$ cat src/rtl/pc_fetch_unit_if.sv
// pc_fetch_unit_if -- instruction-memory fetch bus.
//   imem_req   : fetch request, driven by the fetch unit
//   imem_addr  : fetch address, driven by the fetch unit
//   imem_ready : imem_rdata is valid this cycle, driven by memory
//   imem_rdata : fetched instruction word, driven by memory
interface pc_fetch_unit_if;
    logic        imem_req;
    logic [31:0] imem_addr;
    logic        imem_ready;
    logic [31:0] imem_rdata;

    modport master (output imem_req, output imem_addr,
                    input  imem_ready, input imem_rdata);
    modport slave  (input  imem_req, input imem_addr,
                    output imem_ready, output imem_rdata);
endinterface

$ cat src/rtl/pc_fetch_unit.sv
// pc_fetch_unit -- two-state (FETCH/ISSUE) program counter and fetch unit.
// Fetches one word at the current PC, holds it for downstream until it is
// accepted (ISSUE and !stall), then steps the PC by priority
// jr > jump > branch > sequential.
// Ports:
//   clk, reset             : clock, synchronous active-high reset
//   stall                  : downstream cannot take the presented instruction
//   branch_taken/sign_ext_imm, jump/jump_target, jr/jr_addr : redirects
//   imem (master)          : fetch bus to instruction memory
//   instr, instr_valid     : presented instruction
//   imm                    : instr[15:0]
//   pc, pc_plus4           : address of presented instruction and pc+4
//   pc_misalign            : one-cycle pulse after a jr with jr_addr[1:0]!=0
//   fetch_count            : accepted-instruction count (wraps)
module pc_fetch_unit #(
    parameter logic [31:0] RESET_VECTOR = 32'h0000_0000
) (
    input  logic                   clk,
    input  logic                   reset,
    input  logic                   stall,
    input  logic                   branch_taken,
    input  logic [31:0]            sign_ext_imm,
    input  logic                   jump,
    input  logic [25:0]            jump_target,
    input  logic                   jr,
    input  logic [31:0]            jr_addr,
    pc_fetch_unit_if.master        imem,
    output logic [31:0]            instr,
    output logic                   instr_valid,
    output logic [15:0]            imm,
    output logic [31:0]            pc,
    output logic [31:0]            pc_plus4,
    output logic                   pc_misalign,
    output logic [31:0]            fetch_count
);

    typedef enum logic {FETCH = 1'b0, ISSUE = 1'b1} state_t;

    state_t      state_q, state_d;
    logic [31:0] pc_q, pc_d;
    logic [31:0] instr_q, instr_d;
    logic [31:0] fetch_count_q, fetch_count_d;
    logic        misalign_q, misalign_d;

    logic        accept;
    logic [31:0] redirect_pc;

    // Shifting the word offset left by two drops its top two bits.
    logic unused_imm_hi;
    assign unused_imm_hi = ^sign_ext_imm[31:30];

    assign accept   = (state_q == ISSUE) && !stall;
    assign pc_plus4 = pc_q + 32'd4;

    always_comb begin
        redirect_pc = pc_plus4;
        if (jr)
            redirect_pc = {jr_addr[31:2], 2'b00};
        else if (jump)
            redirect_pc = {pc_plus4[31:28], jump_target, 2'b00};
        else if (branch_taken)
            redirect_pc = pc_plus4 + {sign_ext_imm[29:0], 2'b00};
    end

    always_comb begin
        state_d       = state_q;
        pc_d          = pc_q;
        instr_d       = instr_q;
        fetch_count_d = fetch_count_q;
        misalign_d    = 1'b0;
        case (state_q)
            FETCH: begin
                if (imem.imem_ready) begin
                    instr_d = imem.imem_rdata;
                    state_d = ISSUE;
                end
            end
            ISSUE: begin
                // Redirect inputs only matter in the accept cycle.
                if (accept) begin
                    pc_d          = redirect_pc;
                    fetch_count_d = fetch_count_q + 32'd1;
                    misalign_d    = jr && (jr_addr[1:0] != 2'b00);
                    state_d       = FETCH;
                end
            end
            default: state_d = FETCH;
        endcase
    end

    always_ff @(posedge clk) begin
        if (reset) begin
            state_q       <= FETCH;
            pc_q          <= RESET_VECTOR;
            instr_q       <= 32'd0;
            fetch_count_q <= 32'd0;
            misalign_q    <= 1'b0;
        end else begin
            state_q       <= state_d;
            pc_q          <= pc_d;
            instr_q       <= instr_d;
            fetch_count_q <= fetch_count_d;
            misalign_q    <= misalign_d;
        end
    end

    // Handshake outputs are squashed while reset is held.
    assign imem.imem_req  = (state_q == FETCH) && !reset;
    assign imem.imem_addr = pc_q;
    assign instr_valid    = (state_q == ISSUE) && !reset;
    assign instr          = instr_q;
    assign imm            = instr_q[15:0];
    assign pc             = pc_q;
    assign pc_misalign    = misalign_q;
    assign fetch_count    = fetch_count_q;

endmodule

$ cat src/flat_wrapper.sv
// flat-port wrapper written by rule: the top's interface ports become plain ports
module pc_fetch_unit_flat 
#(
    parameter logic [31:0] RESET_VECTOR = 32'h0000_0000
)
  (clk, reset, stall, branch_taken, sign_ext_imm, jump, jump_target, jr, jr_addr, instr, instr_valid, imm, pc, pc_plus4, pc_misalign, fetch_count, imem_imem_req, imem_imem_addr, imem_imem_ready, imem_imem_rdata);
  pc_fetch_unit_if imem_i ();
  input  logic clk;
  input  logic reset;
  input  logic stall;
  input  logic branch_taken;
  input  logic [31:0] sign_ext_imm;
  input  logic jump;
  input  logic [25:0] jump_target;
  input  logic jr;
  input  logic [31:0] jr_addr;
  output logic [31:0] instr;
  output logic instr_valid;
  output logic [15:0] imm;
  output logic [31:0] pc;
  output logic [31:0] pc_plus4;
  output logic pc_misalign;
  output logic [31:0] fetch_count;
  output wire logic [$bits(imem_i.imem_req)-1:0] imem_imem_req;
  output wire logic [$bits(imem_i.imem_addr)-1:0] imem_imem_addr;
  input wire logic [$bits(imem_i.imem_ready)-1:0] imem_imem_ready;
  input wire logic [$bits(imem_i.imem_rdata)-1:0] imem_imem_rdata;
  assign imem_imem_req = imem_i.imem_req;
  assign imem_imem_addr = imem_i.imem_addr;
  assign imem_i.imem_ready = imem_imem_ready;
  assign imem_i.imem_rdata = imem_imem_rdata;
  pc_fetch_unit #(.RESET_VECTOR(RESET_VECTOR)) u_core (.clk(clk), .reset(reset), .stall(stall), .branch_taken(branch_taken), .sign_ext_imm(sign_ext_imm), .jump(jump), .jump_target(jump_target), .jr(jr), .jr_addr(jr_addr), .imem(imem_i), .instr(instr), .instr_valid(instr_valid), .imm(imm), .pc(pc), .pc_plus4(pc_plus4), .pc_misalign(pc_misalign), .fetch_count(fetch_count));
endmodule
$ cat config.mk
export PLATFORM = sky130hd
export DESIGN_NAME = pc_fetch_unit_flat
export DESIGN_NICKNAME = d
export VERILOG_FILES = /design/src/rtl/pc_fetch_unit_if.sv /design/src/rtl/pc_fetch_unit.sv /design/src/flat_wrapper.sv
export SDC_FILE = /design/constraint.sdc
export NUM_CORES = 1
export LEC_CHECK = 0
export ABC_AREA = 1
export CAP_MARGIN = 10
export CORE_MARGIN = 2
export CORE_UTILIZATION = 46
export CTS_BUF_LIST = sky130_fd_sc_hd__clkbuf_16
export CTS_CLUSTER_DIAMETER = 150
export CTS_CLUSTER_SIZE = 10
export DETAILED_ROUTE_END_ITERATION = 10
export GPL_ROUTABILITY_DRIVEN = 0
export PLACE_DENSITY = 0.83
export SKIP_CTS_REPAIR_TIMING = 1
export SYNTH_ARGS = -nofsm -noshare
export SYNTH_HDL_FRONTEND = slang
export SYNTH_SLANG_ARGS = --single-unit
$ cat constraint.sdc
create_clock -name clk -period 3.5 [get_ports clk]
set_clock_uncertainty 0.1 [all_clocks]
set_input_delay 0.525 -clock clk [delete_from_list [all_inputs] [get_ports clk]]
set_output_delay 0.525 -clock clk [all_outputs]
set_load 0.02 [all_outputs]
# Word-level counts from Yosys, hierarchy flattened
# Cells that the tools add are included.
# totals
mem_bits_rw	0
latch_bits	0
ff_bits	98
memories	0
word_cells	26
in_bits	129
romBits	0
# classes
addsub	3
mul	0
bitwise_logic	2
shifts	0
order_cmp	0
div	0
n_eq_ne	0
n_reduce_logical	10
n_mux	6
# ops
op	count
32-bit 2-to-1 mux	3
32-bit by 1-bit adder with 32-bit output, second input constant	1
32-bit by 3-bit adder with 32-bit output, second input constant	1
32-bit adder	1
1-bit logical AND	4
2-bit AND reduction	2
3-bit OR reduction	1
1-bit zero test	2
1-bit 2-to-1 mux	2
1-bit inverter	2
1-bit case mux with 2 select lines	1
2-bit nonzero test	1

# Longest topological paths before layout
# Gate-level depths: netlist of the first run.
# logic_depth
ltp_word	5
mapped_depth	24

# Worst setup path after synthesis of the first run
# OpenSTA, ideal clock, no wires.
# synth_path
path_kind	flip-flop to flip-flop
startpoint	reg u_core.pc_q[2], in the netlist u_core.imem.imem_addr[2]
endpoint	reg u_core.pc_q[22], in the netlist u_core.imem.imem_addr[22]
synth_period_minus_slack_ps	3235
arrival_time_ps	3077
slack_ps	265
required_time_ps	3341
path_buffers	0
path_stages_with_launch	20
path_cell_list	dfxtp_1 > ha_1 > nand3_1 > nor2_1 > nand2_1 > xnor2_1 > ha_1 > nand2_1 > inv_1 > a21oi_1 > nand2_1 > nand2_1 > nand2_1 > nand2_1 > nand2_1 > nand2_1 > nand2_1 > o21ai_0 > nand2_1 > nand2_1
# synth_via
elab_chain_cells	5
# synth_lines
item	line	source
start, declared	pc_fetch_unit.sv:40	logic [31:0] pc_q, pc_d;
start signal, assigned	pc_fetch_unit.sv:100	pc_q <= pc_d;
32-bit by 3-bit adder with 32-bit output	pc_fetch_unit.sv:53	assign pc_plus4 = pc_q + 32'd4;
via pc_plus4[8]	flat_wrapper.sv:21	output logic [31:0] pc_plus4;
32-bit adder	pc_fetch_unit.sv:62	redirect_pc = pc_plus4 + {sign_ext_imm[29:0], 2'b00};
32-bit 2-to-1 mux	pc_fetch_unit.sv:61	else if (branch_taken)
32-bit 2-to-1 mux	pc_fetch_unit.sv:59	else if (jump)
32-bit 2-to-1 mux	pc_fetch_unit.sv:57	if (jr)
# The timed path passes the listed nets, and every way through them passes these cells.
# A chain may end at the register's enable or synchronous reset.

# Worst setup path in the final report of the first run
# layout_path
startpoint	reg u_core.pc_q[2], in the netlist u_core.imem.imem_addr[2]
endpoint	out pc_plus4[26]
# layout_via
elab_chain_cells	1
# layout_lines
item	line
32-bit by 3-bit adder with 32-bit output	pc_fetch_unit.sv:53
end, declared	flat_wrapper.sv:21
# Every way passes these cells.

==> impl_metrics.env, run 1 <==
export IMPL_r2r_cells=19
export IMPL_drive_gt1_frac=0.0557
export IMPL_path_max_fanout=5
export IMPL_yosysSeqAreaShare=0.237
export IMPL_placementRows=48
export IMPL_syn_area_per_cell_um2=5.84
export IMPL_worstSetupStartpointType="flip-flop"
export IMPL_clockBufferDepth=2
export IMPL_die_w_um=137
export IMPL_clock_sinks=96
export IMPL_finalHoldViolCount=0
export IMPL_crit_end="pc_plus4[26]"
export IMPL_gr_total_overflow=0
export IMPL_syn_cell_area_um2=8100
export IMPL_ys_warn_count=0
export IMPL_clk_pin_slew_worst_paths_ps=70
export IMPL_grt_pass1_vias=8900
export IMPL_leakage_nw=5.31
export IMPL_ys_ff_latch=96
export IMPL_slew_viol_final=0
export IMPL_r2r_end="u_core.imem.imem_addr[21]$_SDFFE_PP0P_"
export IMPL_setup_viol=0
export IMPL_avgRoutedWirePerCell_um=15.7
export IMPL_syn_inst=1386
export IMPL_crit_buf_inv=3
export IMPL_synth_area_top_cells="dfxtp_1, nand2_1, nor2_1"
export IMPL_ir_drop_mv=0.232
export IMPL_drt_iter0_markers=792
export IMPL_cts_tree="yes"
export IMPL_via_per_inst=5.27
export IMPL_drt_pass1_iter_count=5
export IMPL_required_ps=2870
export IMPL_synthFlopType="dfxtp_1"
export IMPL_layout_setup_ws_ps=188
export IMPL_relSlewSlack=0.238
export IMPL_fin_util=0.665
export IMPL_hpwl_mm=23.7
export IMPL_vias=9888
export IMPL_drv_cap=0
export IMPL_initial_utilization=0.470
export IMPL_io_pins=308
export IMPL_fin_nets=1814
export IMPL_synth_edf_count=0
export IMPL_grt_max_degree=41
export IMPL_htree_levels=3
export IMPL_crit_chain="ha_1, nand3_2, nor3_2, buf_4, nand2_1, xnor2_1, buf_4, clkdlybuf4s50_1"
export IMPL_ys_types=44
export IMPL_cts_made_buffers=9
export IMPL_drtAntennaViolNets=0
export IMPL_yosysTopAreaCell="dfxtp_1"
export IMPL_clkLatencyLatePin_ps=340
export IMPL_cts_root_buf="clkbuf_16"
export IMPL_io_buffers=299
export IMPL_synthArstFlopShare=0
export IMPL_drt_drc_violations_left=0
export IMPL_die_height_um=137
export IMPL_r2r_start="u_core.imem.imem_addr[2]$_SDFFE_PP0P_"
export IMPL_grt_use_total=0.304
export IMPL_num_fill_cells=1561
export IMPL_hold_class="flip-flop to flip-flop"
export IMPL_coreArea_um2=17200
export IMPL_cp_arrival_ps=2690
export IMPL_antenna_found_initial=1
export IMPL_cpMostUsedCell="buf_4"
export IMPL_end_kind="primary output"
export IMPL_ff2ff_setup_slack_ps=230
export IMPL_area_delta_synth_final_pct=41.6
export IMPL_critical_path_top_delay_family="buffers and inverters"
export IMPL_crit_cells=8
export IMPL_worstSetupStartpoint="u_core.imem.imem_addr[2]$_SDFFE_PP0P_"
export IMPL_outcome="finished, final reports clean"
export IMPL_pre_cts_slack_ps=196
export IMPL_setup_tns_ps=0
export IMPL_max_slew_worst_pin_slew_ps=1140
export IMPL_fmax_ghz=0.302
export IMPL_layout_commonest_cell="nand2_1"
export IMPL_crit_path_top_delay_cell="clkdlybuf4s50_1"
export IMPL_grt_pass1_wl_mm=44.9
export IMPL_cp_slowest_stage_delay_ps=590
export IMPL_worst_setup_path_type="flip-flop to primary output"
export IMPL_p_per_area_nw_per_um2=281
export IMPL_post_route_period_util=0.946
export IMPL_finalWirelength_mm=29.5
export IMPL_period_minus_slack_ps=3310
export IMPL_layout_common_cells="nand2_1, clkdlybuf4s50_1, nor2_1, inv_1, dfxtp_1"
export IMPL_synth_top_area_share=0.237
export IMPL_dieArea_um2=18700
[sequential cells by signal (all words and copies together), names as in the netlist]
signal / flops
u_core.pc_misalign: 1
u_core.imem.imem_addr: 30
u_core.state_q: 1
u_core.instr: 32
u_core.fetch_count: 32
[routing by layer]
metal,wire [µm],vias up,global-route usage
li1,-,4829,-
met1,11900,4409,0.388
met2,13500,554,0.497
met3,2740,96,0.0622
met4,1350,0,0.128
met5,0,-,0
[worst min-delay path by stage]
| stage | from | end | depth (start not counted) |
|---|---|---|---|
| 6_report | u_core.fetch_count[30]$_SDFFE_PP0P_ | u_core.fetch_count[30]$_SDFFE_PP0P_ | 2 |
| 5_1_grt | u_core.imem.imem_addr[15]$_SDFFE_PP0P_ | u_core.imem.imem_addr[15]$_SDFFE_PP0P_ | 2 |
| 4_1_cts | u_core.fetch_count[30]$_SDFFE_PP0P_ | u_core.fetch_count[30]$_SDFFE_PP0P_ | 2 |
| 3_3_place_gp | u_core.fetch_count[30]$_SDFFE_PP0P_ | u_core.fetch_count[30]$_SDFFE_PP0P_ | 2 |
| 3_5_place_dp | u_core.fetch_count[30]$_SDFFE_PP0P_ | u_core.fetch_count[30]$_SDFFE_PP0P_ | 2 |
| 2_1_floorplan | u_core.state_q$_SDFF_PP0_ | u_core.state_q$_SDFF_PP0_ | 2 |
[synth_stat cells (all sizes together), types with 10 or more instances]
cell    number
nand2      411
nor2       232
inv        186
dfxtp       96
nand3       75
a21oi       72
o21ai       68
buf         58
ha          37
nand4       27
clkbuf      25
xor2        23
nor3        22
o211ai      10
xnor2       10
[metrics by stage]
step	area (µm²)	power (mW)	cells	hold slack, ps
finish	11500	3.22	1878	396
global route	11500	3.37	1878	433
CTS	11400	3.21	1877	398
detailed placement	11100	2.22	1861	387
global placement	11100	2.21	1861	381
floorplan	8120	1.77	1391	433
[kinds of logic (layout without fill, tap and decap cells)]
kind of cell,after synthesis,in the layout,share of synthesized area
AOI/OAI and AO/OA,166,166,0.111
xor gates and xnor gates,33,33,0.0357
adders and majority gates,38,38,0.0597
buffers and inverters,269,530,0.149
DFF,96,96,0.237
other,1,7,0.000463
and+or+nand+nor,783,783,0.406
[final cells by class]
cell class                      instances  area [µm²]  share of cell area
Inverter                              186         698              0.0609
Sequential cell                        96        1930               0.168
Multi-Input combinational cell       1026        5050               0.440
Clock inverter                          7        71.3             0.00622
Timing Repair Buffer                  328        3210               0.280
Tap cell                              225         282              0.0245
Antenna cell                            1        2.50            0.000218
Clock buffer                            9         225              0.0196
[worst min-delay path: stages, from the launching register on]
cell     delay (ps)
dfxtp_1         330
nand2_1          70
a21oi_1          60
[power breakdown]
part           internal (mW)  total (mW)  switching, mW  leakage [nW]
registers               1.14        1.19         0.0500         0.786
logic                  0.458        1.03          0.574          4.37
clock network          0.556       0.995          0.439         0.149
total                   2.16        3.22           1.06          5.31
(Power assumes the default switching activity.)
==> run 2, diff against run 1 <==
- CAP_MARGIN: 10 -> default
==> results of run 2 <==
Final layout, timing and power as in run 1 (identical DEF).
==> run 3, diff against run 2 <==
- clock period: 3.5 -> 3.31 ns (I/O delays scaled with it)
==> run 3 against run 2 <==
Effect of this change: power grew 4.1%; critical endpoint is now u_core.imem.imem_addr[16]$_SDFFE_PP0P_; hold slack lost 1.1 ps; core utilization grew 1.5 points; routed wire length is essentially flat; largest cell class unchanged; non-clock buffer count grew 17; highest routed layer unchanged; largest power group unchanged; clock power shrank 2.7%; via count grew 1.3%; sequential cell count is the same.
==> impl_metrics.env, run 3 (synthesis results as in run 1) <==
export IMPL_coreArea_um2=17200
export IMPL_outcome="finished, final reports clean"
export IMPL_end_kind="flip-flop"
export IMPL_r2r_cells=20
export IMPL_die_height_um=137
export IMPL_io_buffers=299
export IMPL_cts_tree="yes"
export IMPL_htree_levels=3
export IMPL_initial_utilization=0.470
export IMPL_grt_pass1_vias=8881
export IMPL_clkLatencyLatePin_ps=340
export IMPL_leakage_nw=5.41
export IMPL_hpwl_mm=23.7
export IMPL_hold_depth=2
export IMPL_finalWirelength_mm=29.5
export IMPL_clock_sinks=96
export IMPL_required_ps=3440
export IMPL_fmax_ghz=0.315
export IMPL_drt_pass1_iter_count=5
export IMPL_p_per_area_nw_per_um2=286
export IMPL_vias=10000
export IMPL_grt_pass1_wl_mm=44.2
export IMPL_hold_class="flip-flop to flip-flop"
export IMPL_cts_root_buf="clkbuf_16"
export IMPL_grt_use_total=0.299
export IMPL_p_total_mw=3.35
export IMPL_worstSetupStartpointType="flip-flop"
export IMPL_area_delta_synth_final_pct=44.8
export IMPL_ff2ff_setup_slack_ps=140
export IMPL_layout_commonest_cell="nand2_1"
export IMPL_worst_setup_path_type="flip-flop to flip-flop"
export IMPL_r2r_start="u_core.imem.imem_addr[3]$_SDFFE_PP0P_"
export IMPL_max_slew_worst_pin_slew_ps=1160
export IMPL_period_minus_slack_ps=3170
export IMPL_post_route_period_util=0.958
export IMPL_drive_gt1_frac=0.0839
export IMPL_dieArea_um2=18700
export IMPL_rsz0062_at_grt="true"
export IMPL_drt_drc_violations_left=0
export IMPL_via_per_inst=5.29
export IMPL_ir_drop_mv=0.297
export IMPL_gr_total_overflow=0
export IMPL_cts_made_buffers=9
export IMPL_setup_viol=0
export IMPL_antenna_found_initial=0
export IMPL_path_max_fanout=5
export IMPL_relSlewSlack=0.228
export IMPL_layout_common_cells="nand2_1, clkdlybuf4s50_1, nor2_1, inv_1, dfxtp_1"
export IMPL_avgRoutedWirePerCell_um=15.6
export IMPL_grt_max_degree=41
export IMPL_worstHoldEndpoint="u_core.fetch_count[30]$_SDFFE_PP0P_"
export IMPL_slew_viol_final=0
export IMPL_diodes=0
export IMPL_drt_iter0_markers=904
export IMPL_cp_arrival_ps=3300
export IMPL_clockBufferDepth=2
export IMPL_io_pins=308
export IMPL_drtAntennaViolNets=0
export IMPL_clk_pin_slew_worst_paths_ps=70
export IMPL_drv_cap=0
export IMPL_fin_nets=1831
export IMPL_placementRows=48
export IMPL_finalHoldViolCount=0
export IMPL_fin_util=0.680
export IMPL_r2r_end="u_core.imem.imem_addr[16]$_SDFFE_PP0P_"
export IMPL_die_w_um=137
export IMPL_hp_start="u_core.fetch_count[30]$_SDFFE_PP0P_"
run 3: report_power, final:
group | internal [mW] | leakage, nW | switching [mW]
Combinational | 0.503 | 4.49 | 0.622
Sequential | 1.21 | 0.787 | 0.0508
Clock | 0.509 | 0.131 | 0.460
run 3: metrics by stage:
| step | setup TNS [ps] | setup WS (ps) | hold WS, ps | cells | area [µm²] |
|---|---|---|---|---|---|
| after floorplan | 0 | 74.7 | 433 | 1391 | 8120 |
| after global placement | 0 | 119 | 380 | 1875 | 11200 |
| after detailed placement | 0 | 61.8 | 390 | 1875 | 11200 |
| after CTS | 0 | 4.38 | 400 | 1891 | 11500 |
| after global routing | -227 | -46.2 | 429 | 1894 | 11700 |
| final | 0 | 140 | 395 | 1894 | 11700 |
run 3: area by class of cell:
type / count / area (µm²)
clock inverters: 7 / 46.3
repair buffers: 345 / 3340
clock buffers: 9 / 225
fillers: 1522 / 5510
flip-flops and latches: 96 / 1930
inverters: 186 / 698
well taps: 225 / 282
multi-input cells: 1026 / 5210
run 3: worst max-delay path, cell delays in order (launching register included):
cell and delay (ps):
dfxtp_1 340, ha_1 190, nand3_2 190, nor2_2 190, nand4_1 120, nand2_1 140
inv_1 70, ha_1 330, nand2_1 210, inv_1 70, nand2_1 60, nand2_1 90
nand3b_1 330, nand2_1 150, nand2_1 60, nand2_1 60, nand3_1 70, nand2_1 70
nand2_1 90, nand2_1 70, nand2_1 50
run 3: worst max path at each step:
| stage | start | to | depth (start not counted) | slack, ps |
|---|---|---|---|---|
| 2_1_floorplan | u_core.imem.imem_addr[2]$_SDFFE_PP0P_ | u_core.imem.imem_addr[22]$_SDFFE_PP0P_ | 19 | 70 |
| 3_3_place_gp | u_core.imem.imem_addr[3]$_SDFFE_PP0P_ | u_core.imem.imem_addr[22]$_SDFFE_PP0P_ | 19 | 120 |
| 3_5_place_dp | u_core.imem.imem_addr[13]$_SDFFE_PP0P_ | u_core.imem.imem_addr[22]$_SDFFE_PP0P_ | 18 | 60 |
| 4_1_cts | u_core.imem.imem_addr[3]$_SDFFE_PP0P_ | pc_plus4[26] | 8 | 4 |
| 5_1_grt | u_core.imem.imem_addr[3]$_SDFFE_PP0P_ | u_core.imem.imem_addr[16]$_SDFFE_PP0P_ | 20 | -50 |
| 6_report | u_core.imem.imem_addr[3]$_SDFFE_PP0P_ | u_core.imem.imem_addr[16]$_SDFFE_PP0P_ | 20 | 140 |
run 3: layer usage:
layer / global-route usage / routed length [µm] / part of all wire / vias up
met1: 0.386 / 11800 / 0.40 / 4510
met2: 0.487 / 13700 / 0.46 / 544
met3: 0.0641 / 2790 / 0.095 / 102
met4: 0.112 / 1230 / 0.042 / 0
met5: 0 / 0 / 0 / -
li1: - / - / - / 4859
